### config.mk
export PLATFORM = sky130hd
export DESIGN_NAME = fmadd_normalize_pipe
export DESIGN_NICKNAME = d
export VERILOG_FILES = /design/src/rtl/fmadd_normalize_pipe.sv
export SDC_FILE = /design/constraint.sdc
export NUM_CORES = 1
export LEC_CHECK = 0
export BUFFER_PORTS_ARGS = -buffer_cell sky130_fd_sc_hd__buf_2
export CAP_MARGIN = 20
export CORE_MARGIN = 2
export CORE_UTILIZATION = 50
export CTS_BUF_LIST = sky130_fd_sc_hd__clkbuf_8
export CTS_CLUSTER_SIZE = 30
export DETAILED_ROUTE_END_ITERATION = 10
export GPL_ROUTABILITY_DRIVEN = 0
export GPL_TIMING_DRIVEN = 0
export PLACE_DENSITY = 0.72
export SETUP_SLACK_MARGIN = 0.1
export SYNTH_ARGS = -nofsm -noshare
export SYNTH_HDL_FRONTEND = slang
export SYNTH_SLANG_ARGS = --single-unit
### constraint.sdc
create_clock -name clk -period 12.5 [get_ports clk]
set_input_delay 0 -clock clk [delete_from_list [all_inputs] [get_ports clk]]
set_output_delay 0 -clock clk [all_outputs]
set_load 0.005 [all_outputs]
### src/rtl/fmadd_normalize_pipe.sv
// fmadd_normalize_pipe
//   Two-stage post-addition normalizer for the BF16 FMADD datapath.
//   Stage 1 captures the raw adder result and its leading-zero count;
//   stage 2 applies the carry right-shift or the clamped left-shift and
//   registers mantissa/exponent/GRS in the form the rounding stage expects.
// Ports
//   clk, rst_l                       clock, async active-low reset
//   in_valid/in_ready                upstream handshake
//   in_sum, in_sticky, in_exp,
//   in_sign, in_eff_sub, in_frm      raw adder result and context
//   out_valid/out_ready              downstream handshake
//   out_mantissa, out_exp, out_sign,
//   out_guard, out_round, out_sticky,
//   out_frm                          normalized result for rounding
module fmadd_normalize_pipe #(
  parameter int MAN = 6,
  parameter int EXP = 7
) (
  input  logic           clk,
  input  logic           rst_l,
  input  logic           in_valid,
  output logic           in_ready,
  input  logic [MAN+5:0] in_sum,
  input  logic           in_sticky,
  input  logic [EXP+1:0] in_exp,
  input  logic           in_sign,
  input  logic           in_eff_sub,
  input  logic [2:0]     in_frm,
  output logic           out_valid,
  input  logic           out_ready,
  output logic [MAN+1:0] out_mantissa,
  output logic [EXP+1:0] out_exp,
  output logic           out_sign,
  output logic           out_guard,
  output logic           out_round,
  output logic           out_sticky,
  output logic [2:0]     out_frm
);
  localparam int SW  = MAN + 6;
  localparam int EW  = EXP + 2;
  localparam int LZW = $clog2(SW);

  // vld_pipe[1] = stage 1 occupied, vld_pipe[2] = stage 2 occupied
  logic [2:1] vld_pipe;
  logic       s1_adv;

  assign s1_adv    = vld_pipe[1] & (~vld_pipe[2] | out_ready);
  assign in_ready  = ~vld_pipe[1] | s1_adv;
  assign out_valid = vld_pipe[2];

  always_ff @(posedge clk or negedge rst_l) begin
    if (!rst_l) begin
      vld_pipe <= '0;
    end else begin
      if (in_ready)       vld_pipe[1] <= in_valid;
      if (s1_adv)         vld_pipe[2] <= 1'b1;
      else if (out_ready) vld_pipe[2] <= 1'b0;
    end
  end

  // Leading zeros counted from the integer bit down; all-zero gives SW-1.
  logic [LZW-1:0] lz;
  always_comb begin
    lz = LZW'(SW - 1);
    for (int i = 0; i <= MAN + 4; i++)
      if (in_sum[i]) lz = LZW'(MAN + 4 - i);
  end

  logic [SW-1:0]  s1_sum;
  logic           s1_sticky, s1_sign, s1_eff_sub;
  logic [EW-1:0]  s1_exp;
  logic [2:0]     s1_frm;
  logic [LZW-1:0] s1_lz;

  always_ff @(posedge clk or negedge rst_l) begin
    if (!rst_l) begin
      s1_sum     <= '0;
      s1_sticky  <= 1'b0;
      s1_sign    <= 1'b0;
      s1_eff_sub <= 1'b0;
      s1_exp     <= '0;
      s1_frm     <= '0;
      s1_lz      <= '0;
    end else if (in_valid && in_ready) begin
      s1_sum     <= in_sum;
      s1_sticky  <= in_sticky;
      s1_sign    <= in_sign;
      s1_eff_sub <= in_eff_sub;
      s1_exp     <= in_exp;
      s1_frm     <= in_frm;
      s1_lz      <= lz;
    end
  end

  // Left shift stops where the exponent would reach 1 so the result lands
  // on the subnormal encoding instead of underflowing the exponent.
  logic [EW-1:0]   lim, amt, lz_ext;
  logic [SW-2:0]   sh;
  logic [MAN+1:0]  n_man;
  logic [EW-1:0]   n_exp;
  logic            n_sign, n_g, n_r, n_st;

  always_comb begin
    lz_ext = {{(EW - LZW){1'b0}}, s1_lz};
    lim    = (s1_exp == '0) ? '0 : s1_exp - EW'(1);
    amt    = (lz_ext < lim) ? lz_ext : lim;
    sh     = s1_sum[SW-2:0] << amt;
  end

  always_comb begin
    n_sign = s1_sign;
    n_man  = '0;
    n_exp  = '0;
    n_g    = 1'b0;
    n_r    = 1'b0;
    n_st   = 1'b0;
    if (s1_sum == '0 && !s1_sticky) begin
      // exact cancellation: sign follows the rounding mode (RDN -> -0)
      if (s1_eff_sub) n_sign = (s1_frm == 3'b010);
    end else if (s1_sum[SW-1]) begin
      n_man = s1_sum[SW-1:4];
      n_g   = s1_sum[3];
      n_r   = s1_sum[2];
      n_st  = |s1_sum[1:0] | s1_sticky;
      n_exp = s1_exp + EW'(1);
    end else begin
      // normal case is the amt=0 instance of the left-shift path
      n_man = sh[MAN+4:3];
      n_g   = sh[2];
      n_r   = sh[1];
      n_st  = sh[0] | s1_sticky;
      n_exp = sh[MAN+4] ? s1_exp - amt : '0;
    end
  end

  always_ff @(posedge clk or negedge rst_l) begin
    if (!rst_l) begin
      out_mantissa <= '0;
      out_exp      <= '0;
      out_sign     <= 1'b0;
      out_guard    <= 1'b0;
      out_round    <= 1'b0;
      out_sticky   <= 1'b0;
      out_frm      <= '0;
    end else if (s1_adv) begin
      out_mantissa <= n_man;
      out_exp      <= n_exp;
      out_sign     <= n_sign;
      out_guard    <= n_g;
      out_round    <= n_r;
      out_sticky   <= n_st;
      out_frm      <= s1_frm;
    end
  end
endmodule

== Word level (Yosys, flattened, before mapping) ==
Index checks and enable logic that the tools add are counted.
Cells by class
  $add $sub $neg: 3
  magnitude comparators: 1
  eq/ne operators: 1
  shift-type cells: 1
  muxes and demuxes: 28
  bitwise logic cells: 7
  reductions and logical operators: 7
Operator list (count)
  $mux W9: 5
  $mux W4: 10
  $mux W8: 2
  $logic_not A12 Y1: 1
  $mux W1: 11
  $shl A11 B9 Y11: 1
  $add A9 B1 Y9 const B: 1
  $logic_not A9 Y1: 1
  $lt A4 B9 Y1: 1
  $sub A9 B1 Y9 const B: 1
  $sub A9 B9 Y9: 1
  $or A1 B1 Y1: 4
  $eq A3 B2 Y1 const B: 1
  $logic_and A1 B1 Y1: 2
  $not A1 Y1: 2
  $reduce_bool A2 Y1: 1
  $reduce_or A2 Y1: 1
  $and A1 B1 Y1: 1
  $logic_not A1 Y1: 1
Word-level totals
  flip-flop bits (word level): 57
  bits of input ports: 31
  output and inout port bits: 26
  logic and storage cells: 64

== Depth between registers and ports, before layout ==
Gate-level depths: netlist of run 1.
  depth in word-level cells: 11
  mapped depth: 22
  depth with buffers taken out: 20

== Least setup slack after synthesis of run 1 ==
Ideal clock, no wire load.
  kind: register to register
  start: register s1_exp[0]
  end: register out_exp[8]
  library setup time: 0.069 ns
  data arrival time: 4.446 ns
  slack: 7.985 ns
  stages on the path, launching flop included: 22
  cell sequence: dfrtp_1 > buf_2 > inv_1 > ha_1 > nor2b_1 > and3_1 > nor2_1 > clkinv_1 > ha_1 > o21a_1 > o21a_1 > o2111ai_1 > a221oi_2 > buf_6 > inv_2 > ha_1 > fa_1 > or3_1 > a22oi_1 > nor3_1 > or4_1 > nand3_1
On the way
  cells in the longest elaborated chain, start to end: 8
  elaborated cells on any way between the ends: 11
  classes of those cells: add/sub: 3; order compare: 1; shift: 1; mux: 5; reduce/logical: 1
RTL lines
  start, declared: RTL line 71  | logic [EW-1:0] s1_exp;
  start signal, assigned: RTL line 89  | s1_exp <= in_exp;
  $sub A9 B1 Y9 or $logic_not A9 Y1 (tied branches): RTL line 105  | lim = (s1_exp == '0) ? '0 : s1_exp - EW'(1);
  $mux W9: RTL line 105
  $lt A4 B9 Y1: RTL line 106  | amt = (lz_ext < lim) ? lz_ext : lim;
  $mux W9: RTL line 106
  $sub A9 B9 Y9 or $shl A11 B9 Y11 (tied branches): RTL line 132, 107
  $mux W9: RTL line 132  | n_exp = sh[MAN+4] ? s1_exp - amt : '0;
  $mux W9 *: RTL line 120  | end else if (s1_sum[SW-1]) begin
  $mux W9 *: RTL line 117  | if (s1_sum == '0 && !s1_sticky) begin
  end signal, assigned: RTL line 147  | out_exp <= n_exp;
  end, declared: RTL line 32  | output logic [EXP+1:0] out_exp,
Every way passes the cells marked *; elsewhere a longest branch is shown, timed or not.
A chain may end at the register's enable or synchronous reset.

== Final worst setup path of run 1 ==
Ends and elaborated chain as after synthesis.

==> results of run 1 <==
[Yosys cell counts (all sizes together) (2+ instances only)]
master and n:
o21ai 26, or4 3, inv 14, o2111ai 4, a22o 3, nand2b 5, xor2 3, nor2 24
o21a 6, nor4 3, a221oi 4, a21boi 2, a21o 2, clkinv 2, nor2b 4, nand3 11
a32o 3, a21oi 13, a211oi 3, clkbuf 10, xnor2 5, a22oi 8, ha 12, and2 3
buf 6, nand4b 2, or3 3, nand2 33, or2 2, dfrtp 57, and3 5, nor3 16
o211ai 2, a221o 2, mux2i 19, a31oi 2, o31ai 8, mux2 32
[flip-flops by register name, summed over array words and instances (netlist names), 2 cells and up]
signal	flops
out_exp	9
out_frm	3
out_mantissa	8
s1_exp	9
s1_frm	3
s1_lz	4
s1_sum	12
vld_pipe	2
[power by group through the flow]
stage | clock network, mW | logic (mW) | registers (mW)
3_3_place_gp | 0 | 0.216 | 0.255
5_1_grt | 0.225 | 0.262 | 0.259
4_1_cts | 0.216 | 0.232 | 0.254
2_1_floorplan | 0 | 0.150 | 0.252
3_5_place_dp | 0 | 0.223 | 0.257
6_report | 0.214 | 0.235 | 0.254
[final cells by class]
cell class | count | area (um^2) | share of cell area [%]
multi-input combinational | 294 | 2110 | 45.3
sequential | 57 | 1430 | 30.6
timing repair buffer | 89 | 621 | 13.3
clock buffer | 10 | 138 | 2.95
tap | 99 | 124 | 2.66
clock inverter | 6 | 106 | 2.28
buffer | 16 | 71.3 | 1.53
inverter | 16 | 60.1 | 1.29
[kinds of logic after synthesis]
logic type,after synthesis,synth area share [%]
simple gates,120,16.3
compound gates,97,19.2
flops,57,39.0
mux,51,15.0
buf+inv,32,3.59
fa+ha+maj,14,4.92
xor+xnor,8,1.92
other cells,1,0.103
[per-stage QoR]
step	area [um^2]	utilization, %	power [mW]	cells
final	4660	64.9	0.703	587
after global routing	4660	64.9	0.747	587
after CTS	4660	64.9	0.702	587
after detailed placement	4090	57.1	0.480	539
after floorplan	3670	-	0.402	383
after global placement	4070	56.8	0.472	538
[critical path, stage by stage, from the launching register on]
cell,delay (ps)
sky130_fd_sc_hd__dfrtp_1,350
sky130_fd_sc_hd__buf_2,240
sky130_fd_sc_hd__inv_1,160
sky130_fd_sc_hd__ha_1,240
sky130_fd_sc_hd__nor2b_1,150
sky130_fd_sc_hd__and3_1,200
sky130_fd_sc_hd__a21oi_1,260
sky130_fd_sc_hd__inv_1,160
sky130_fd_sc_hd__ha_1,350
sky130_fd_sc_hd__o21a_1,130
sky130_fd_sc_hd__o2111ai_1,140
sky130_fd_sc_hd__a221oi_2,520
sky130_fd_sc_hd__buf_6,240
sky130_fd_sc_hd__inv_2,60
sky130_fd_sc_hd__ha_1,200
sky130_fd_sc_hd__fa_1,420
sky130_fd_sc_hd__or3_1,440
sky130_fd_sc_hd__a22oi_1,300
sky130_fd_sc_hd__nor3_1,120
sky130_fd_sc_hd__or4_1,510
sky130_fd_sc_hd__nand3_1,90
[layer usage]
metal  GRT usage, %  routed length, um
met1           35.1               4260
met2           40.6               4520
met3           5.08                635
met4           11.5                234
met5              0                  0
[cells in the final DEF (no fill, tap or decap), types with 3 or more instances in the layout]
cell,count
sky130_fd_sc_hd__dfrtp_1,57
sky130_fd_sc_hd__o21ai_0,12
sky130_fd_sc_hd__xor2_1,3
sky130_fd_sc_hd__nor3_1,16
sky130_fd_sc_hd__buf_2,59
sky130_fd_sc_hd__and3_1,5
sky130_fd_sc_hd__nor2b_1,4
sky130_fd_sc_hd__a21oi_1,12
sky130_fd_sc_hd__a221oi_2,3
sky130_fd_sc_hd__and2_1,3
sky130_fd_sc_hd__nand3_1,11
sky130_fd_sc_hd__o31ai_1,8
sky130_fd_sc_hd__mux2_2,30
sky130_fd_sc_hd__o2111ai_1,4
sky130_fd_sc_hd__or4_1,3
sky130_fd_sc_hd__o21ai_1,12
sky130_fd_sc_hd__a22oi_1,8
sky130_fd_sc_hd__conb_1,4
sky130_fd_sc_hd__a211oi_1,3
sky130_fd_sc_hd__xnor2_1,5
sky130_fd_sc_hd__mux2i_1,19
sky130_fd_sc_hd__bufinv_16,3
sky130_fd_sc_hd__clkbuf_8,10
sky130_fd_sc_hd__a22o_1,3
sky130_fd_sc_hd__ha_1,12
sky130_fd_sc_hd__dlygate4sd3_1,32
sky130_fd_sc_hd__o21a_1,6
sky130_fd_sc_hd__clkbuf_1,10
sky130_fd_sc_hd__nand2_1,33
sky130_fd_sc_hd__inv_1,14
sky130_fd_sc_hd__nand2b_1,5
sky130_fd_sc_hd__nor4_1,3
sky130_fd_sc_hd__or3_1,3
sky130_fd_sc_hd__a32o_1,3
sky130_fd_sc_hd__nor2_1,24
[what timing repair did]
action                    CTS  global route
hold buffers               32             0
hold endpoints to repair   57             0
resized for setup           0             0
[worst max path at each step]
stage,from,to,slack (ps),depth (start not counted)
3_5_place_dp,s1_exp[0]$_DFFE_PN0P_,out_exp[8]$_DFFE_PN0P_,7300,20
3_3_place_gp,s1_exp[0]$_DFFE_PN0P_,out_exp[8]$_DFFE_PN0P_,7350,20
2_1_floorplan,s1_exp[0]$_DFFE_PN0P_,out_exp[8]$_DFFE_PN0P_,7980,21
5_1_grt,s1_exp[0]$_DFFE_PN0P_,out_exp[8]$_DFFE_PN0P_,6830,20
4_1_cts,s1_exp[0]$_DFFE_PN0P_,out_exp[8]$_DFFE_PN0P_,7250,20
6_report,s1_exp[0]$_DFFE_PN0P_,out_exp[8]$_DFFE_PN0P_,7180,20
==> impl_summary.log, run 1 <==
INFO  metric worst_r2r_path_depth = 20
INFO  metric critical_path_class = reg2reg
INFO  metric r2r-end = out_exp[8]$_DFFE_PN0P_
INFO  metric ys_dominant_reg_cell = sky130_fd_sc_hd__dfrtp_1
INFO  metric synth_area_per_cell = a little under 10 um^2
INFO  metric clock_skew = around 9.4 ps
INFO  metric dieWidth = approximately 90 um
INFO  metric timing.reg2reg.setup_slack = around 7000 ps
INFO  metric first_global_vias = 3300
INFO  metric firstDrtPassIters = 5
INFO  metric postRouteAntennaNets = 0
INFO  metric netlist_area = 3660 um^2
INFO  metric dp_worst_setup_slack = approximately 7300 ps
INFO  metric io_pins = 57
INFO  metric final_max_slew_viol_count = 0
INFO  metric report.final.hold_viol_count = 0
INFO  metric timing_worst_slew_pin_value = about 700 ps
INFO  metric layout_min_cycle_time = ~5300 ps
INFO  metric cts_root_buf = sky130_fd_sc_hd__clkbuf_8
INFO  metric via_per_inst = 5.86
INFO  metric yosysUniqueCellTypes = 66
INFO  metric max-slew-margin-rel = ~53%
INFO  metric grt_max_degree = 34
INFO  metric synthTopCellsByArea = sky130_fd_sc_hd__dfrtp_1 (39%), sky130_fd_sc_hd__mux2_2 (9.2%), sky130_fd_sc_hd__mux2i_1 (5.2%)
INFO  metric netlist.area_leader.share = 39.0%
INFO  metric initial_core_util = between 50% and 60%
INFO  metric min_path_type = in2async
INFO  metric maximum_clock_insertion_buffer_count = 2
INFO  metric grt_remaining_overflow = 0
INFO  metric drt-wirelength-per-cell = between 15 and 20 um
INFO  metric maxClockFrequency = between 0.15 and 0.2 GHz
INFO  metric die-area = between 8000 and 9000 um^2
INFO  metric flow.area_growth_from_synthesis = 27.3%
INFO  metric via_count = between 3000 and 4000
INFO  metric synth-edff-count = 0
INFO  metric synth-seq-area-share = 39.0%
INFO  metric dpl.hpwl = ~6900 um
INFO  metric comb_power_share = 33.4%
INFO  metric layout-drive-gt1-share = about a quarter
INFO  metric clock_latency_on_the_worst_skew_pair = between 300 and 400 ps
INFO  metric dr.first_iter.drc_count = 352
INFO  metric standard_cell_core_area = between 7000 and 8000 um^2
INFO  metric maximum_fanout_encountered_on_the_critical_timing_path = 10
INFO  metric number_of_input_and_output_port_buffers_inserted = 56
INFO  metric run_status = complete, no violations
INFO  metric htree_levels = 3
INFO  metric cts-buffers-inserted = 9
INFO  metric fin_nets = between 500 and 600
INFO  metric p_per_area = ~150 nW/um^2
INFO  metric detail_route.drc_violations = 0
INFO  metric ys_ff_latch = between 50 and 60
INFO  metric ir_drop = 0.0736 mV
INFO  metric r2r-start = s1_exp[0]$_DFFE_PN0P_
INFO  metric grt_pass1_wl = ~16000 um
INFO  metric post_cts_buffers = 0
INFO  metric number_of_antenna_violations_at_the_first_check_in_global_routing = 0
INFO  metric ys_async_sr_fraction = 100%
INFO  metric clock_transition_at_the_registers_of_the_reported_paths = approximately 70 ps
INFO  metric rows = 31
INFO  metric critical_path_arrival = about 5600 ps
INFO  metric floorplan.die.height = approximately 90 um
INFO  metric fin_ws = 7180 ps
INFO  metric setup_viol = 0
INFO  metric endpoint_kind = flip-flop
INFO  metric internal_power = roughly 0.47 mW
INFO  metric required = 12780 ps
INFO  metric syn_inst = 380
INFO  metric track_usage = about a quarter
INFO  metric finalCritPeriodShare = 42.6%
INFO  metric diodes = 0
INFO  metric ys_warn_count = 0
INFO  metric rsz_0062_raised_after_global_routing = false
INFO  metric netSwitchingPower = ~0.23 mW
INFO  metric timing.max_cap.violations = 0
INFO  metric clockPowerShare = between 30% and 40%
INFO  metric post_route_setup_tns = 0 ps
INFO  metric cellLeakagePower = between 2 and 2.5 nW
INFO  metric power.sequential.fraction = 36.2%
INFO  metric final.hold.worst_slack = around 170 ps
INFO  metric post-synth-top-area-cell = sky130_fd_sc_hd__dfrtp_1
INFO  metric crit_path_start_kind = flip-flop
INFO  metric tritoncts = built
INFO  metric cts_num_sinks = 57
INFO  metric layout.filler_cells = 605
INFO  metric drt_total_wl = a little under 10000 um
INFO  metric power_switching_share = about 33%
No activity file was read; power rests on OpenSTA's default activity.
==> run 2, diff against run 1 <==
--- a/config.mk
+++ b/config.mk
@@ -14,7 +14,7 @@
 export DETAILED_ROUTE_END_ITERATION = 10
 export GPL_ROUTABILITY_DRIVEN = 0
 export GPL_TIMING_DRIVEN = 0
-export PLACE_DENSITY = 0.72
+export PLACE_DENSITY = 0.74
 export SETUP_SLACK_MARGIN = 0.1
 export SYNTH_ARGS = -nofsm -noshare
 export SYNTH_HDL_FRONTEND = slang
==> constraint.sdc (replaced) <==
create_clock -name clk -period 4.86 [get_ports clk]
set_input_delay 0 -clock clk [delete_from_list [all_inputs] [get_ports clk]]
set_output_delay 0 -clock clk [all_outputs]
set_load 0.005 [all_outputs]
==> run 2 against run 1 <==
Non-clock buffer count increased by 3. Combinational power increased to 2.7 times the previous value. Power increased by 150%. Largest power group unchanged. Design area increased by 0.89%.
==> impl_summary.log, run 2 (synthesized netlist as in run 1, its figures left out) <==
INFO  metric detail_route.drc_violations = 0 (unchanged)
INFO  metric power.sequential.fraction = 37.8% (+1.6 points)
INFO  metric multi_input_area = 2160 um^2 (+2.3%)
INFO  metric finalPower = 1.74 mW (+150%)
INFO  metric postRouteAntennaNets = 0 (unchanged)
INFO  metric die-area = 8020 um^2 (unchanged)
INFO  metric netSwitchingPower = 0.615 mW (+160%)
INFO  metric worstPathBufferInverterCount = 5 (unchanged)
INFO  metric critical_path_class = reg2reg
INFO  metric run_status = complete, no violations
INFO  metric timing.max_cap.violations = 0 (unchanged)
INFO  metric dr.first_iter.drc_count = 220 (-38%)
INFO  metric min_path_type = in2async
INFO  metric initial_core_util = 51.0% (unchanged)
INFO  metric htree_levels = 3 (unchanged)
INFO  metric layout.cell_area.non_filler = 4700 um^2 (+0.89%)
INFO  metric final.hold.worst_slack = 208 ps (+36.2 ps)
INFO  metric timing_worst_slew_pin_value = 687 ps (-12.1 ps)
INFO  metric layout.area.seq = 1430 um^2 (about the same)
INFO  metric final_max_slew_viol_count = 0 (unchanged)
INFO  metric io_pins = 57 (unchanged)
INFO  metric clock_transition_at_the_registers_of_the_reported_paths = 70 ps (about the same)
INFO  metric maximum_clock_insertion_buffer_count = 2 (unchanged)
INFO  metric firstDrtPassIters = 5 (unchanged)
INFO  metric drt-wirelength-per-cell = 16.4 um (about the same)
INFO  metric endpoint_kind = flip-flop
INFO  metric mostFrequentLayoutCell = sky130_fd_sc_hd__buf_2
INFO  metric number_of_antenna_violations_at_the_first_check_in_global_routing = 0 (unchanged)
INFO  metric cellLeakagePower = 2.10 nW (-0.45%)
INFO  metric power_switching_share = 35.4% (+2.1 points)
INFO  metric first_global_vias = 3238 (-1.9%)
INFO  metric standard_cell_core_area = 7180 um^2 (unchanged)
INFO  metric report.final.hold_viol_count = 0 (unchanged)
INFO  metric worst_path_dominant_cell_family = simple AND/OR/NAND/NOR gates
INFO  metric number_of_input_and_output_port_buffers_inserted = 56 (unchanged)
INFO  metric dpl.hpwl = 7010 um (+1.6%)
INFO  metric comb_power_share = 36.1% (+2.7 points)
INFO  metric critical_path.cell_chain = buf_6 -> inv_2 -> ha_1 -> nor2b_2 -> and3_1 -> nor2_2 -> inv_2 -> ha_1 -> o21a_1 -> o21a_1 -> o2111ai_1 -> a221oi_2 -> buf_6 -> inv_2 -> ha_1 -> fa_2 -> or3_4 -> a22oi_2 -> nor3_1 -> or4_1 -> nand3_1
INFO  metric critical-path-max-stage-delay = 510 ps (about the same)
INFO  metric clock_latency_on_the_worst_skew_pair = 350 ps (about the same)
INFO  metric cts_root_buf = sky130_fd_sc_hd__clkbuf_8
INFO  metric via_per_inst = 5.78 (-1.3%)
INFO  metric via_count = 3411 (-0.79%)
INFO  metric placed_cell_area = 4090 um^2 (unchanged)
INFO  metric layout_min_cycle_time = 4640 ps (-685 ps)
INFO  metric max-slew-margin-rel = 53.8% (+0.81 points)
INFO  metric grt_pass1_wl = 15500 um (-2.4%)
INFO  metric diodes = 0 (unchanged)
INFO  metric drt_total_wl = 9700 um (+0.46%)
INFO  metric clock_skew = 9.87 ps (+0.486 ps)
INFO  metric rsz_0062_raised_after_global_routing = false
INFO  metric p_per_area = 370 nW/um^2 (+150%)
INFO  metric rows = 31 (unchanged)
INFO  metric maximum_fanout_encountered_on_the_critical_timing_path = 10 (unchanged)
INFO  metric dieWidth = 89.5 um (unchanged)
INFO  metric tritoncts = built
INFO  metric grt_remaining_overflow = 0 (unchanged)
INFO  metric post_route_setup_tns = 0 ps (unchanged)
INFO  metric critical_path_arrival = 4910 ps (-690 ps)
INFO  metric ir_drop = 0.149 mV (+100%)
INFO  metric crit_path_start_kind = flip-flop
INFO  metric final_cell_mix = sky130_fd_sc_hd__buf_2 (58), sky130_fd_sc_hd__dfrtp_1 (56), sky130_fd_sc_hd__nand2_1 (33)
INFO  metric reg.largest.list = s1_sum (12), out_exp (9), s1_exp (9)
INFO  metric finalCoreUtilization = 65.5% (+0.58 points)
INFO  metric grt_max_degree = 32 (-5.9%)
INFO  metric largest-register = s1_sum
INFO  metric layout-drive-gt1-share = 28.1% (+4.5 points)
INFO  metric cts_num_sinks = 57 (unchanged)
INFO  metric clockPowerShare = 26.1% (-4.3 points)
INFO  metric critPathSlowestCell = sky130_fd_sc_hd__or4_1
INFO  metric cts-buffers-inserted = 9 (unchanged)
INFO  metric required = 5140 ps (-7640 ps)
INFO  metric setup_viol = 0 (unchanged)
INFO  metric maxClockFrequency = 0.216 GHz (+15%)
INFO  metric track_usage = 25.4% (-0.70 points)
INFO  metric finalCritPeriodShare = 95.4% (+53 points)
INFO  metric floorplan.die.height = 89.5 um (unchanged)
INFO  metric internal_power = 1.12 mW (+140%)
INFO  metric fin_nets = 530 (+0.57%)
INFO  metric layout.filler_cells = 571 (-5.6%)
INFO  metric flow.area_growth_from_synthesis = 28.5%
INFO  metric largest_register_ff_count = 12 (unchanged)
-- run 2: cell types whose count changed in the layout (fill, tap and decap cells not counted), sizes merged --
cell	change
buf	+2
bufinv	-2
clkinvlp	+2
clkbuf	+1
clkinv	-1
inv	+1
-- run 2: worst paths after layout --
kind / to / depth (start not counted) / slack (ps) / from
max: out_exp[8]$_DFFE_PN0P_ / 21 / 220 / s1_exp[0]$_DFFE_PN0P_
min: s1_frm[0]$_DFFE_PN0P_ / 2 / 210 / rst_l
max reg2reg: out_exp[8]$_DFFE_PN0P_ / 21 / 220 / s1_exp[0]$_DFFE_PN0P_
min reg2reg: out_mantissa[1]$_DFFE_PN0P_ / 2 / 480 / out_mantissa[1]$_DFFE_PN0P_
max in group asynchronous: s1_exp[1]$_DFFE_PN0P_ / 3 / 4060 / rst_l
min in group clk: s1_lz[1]$_DFFE_PN0P_ / 3 / 420 / in_sum[10]
-- run 2: metal layers --
layer  track usage [%]  vias to the layer above  part of all wire, %
met1              34.0                     1621                   43
met2              39.4                      138                   47
met3              4.06                       26                  6.5
met4              13.3                        0                  3.2
met5                 0                        -                    0
li1                  -                     1626                    -
-- run 2: per-stage QoR --
step / instances / setup WS (ps)
5_1_grt: 590 / 43.5
2_1_floorplan: 383 / 345
3_3_place_gp: 538 / -239
3_5_place_dp: 539 / -284
4_1_cts: 590 / 117
6_report: 590 / 223
-- run 2: cell type report --
type	count	area share (%)
clock buffer	10	2.93
sequential	57	30.4
timing repair buffer	92	13.7
buffer	16	1.73
inverter	16	1.28
multi-input combinational	294	46.0
clock inverter	6	1.41
tap	99	2.64
-- run 2: worst register-to-register path: stages, from the launching register on --
cell,delay (ps)
sky130_fd_sc_hd__dfrtp_1,390
sky130_fd_sc_hd__buf_6,160
sky130_fd_sc_hd__inv_2,80
sky130_fd_sc_hd__ha_1,220
sky130_fd_sc_hd__nor2b_2,170
sky130_fd_sc_hd__and3_1,210
sky130_fd_sc_hd__nor2_2,130
sky130_fd_sc_hd__inv_2,70
sky130_fd_sc_hd__ha_1,290
sky130_fd_sc_hd__o21a_1,130
sky130_fd_sc_hd__o21a_1,110
sky130_fd_sc_hd__o2111ai_1,120
sky130_fd_sc_hd__a221oi_2,420
sky130_fd_sc_hd__buf_6,160
sky130_fd_sc_hd__inv_2,40
sky130_fd_sc_hd__ha_1,200
sky130_fd_sc_hd__fa_2,360
sky130_fd_sc_hd__or3_4,420
sky130_fd_sc_hd__a22oi_2,210
sky130_fd_sc_hd__nor3_1,110
sky130_fd_sc_hd__or4_1,510
sky130_fd_sc_hd__nand3_1,90
-- run 2: timing repair --
| action | 4_1_cts | 5_1_grt |
|---|---|---|
| resized for setup | 7 | 15 |
| hold endpoints to repair | 59 | 0 |
| setup endpoints to repair | 4 | 6 |
| pin swaps | 1 | 1 |
| buffers inserted | 3 | 0 |
| hold buffers | 32 | 0 |
-- run 2: power groups by stage --
stage	logic, mW	clock network (mW)	registers, mW
after global routing	0.700	0.480	0.670
after floorplan	0.386	0	0.647
after detailed placement	0.573	0	0.661
after CTS	0.608	0.459	0.653
final	0.628	0.453	0.657
after global placement	0.555	0	0.656
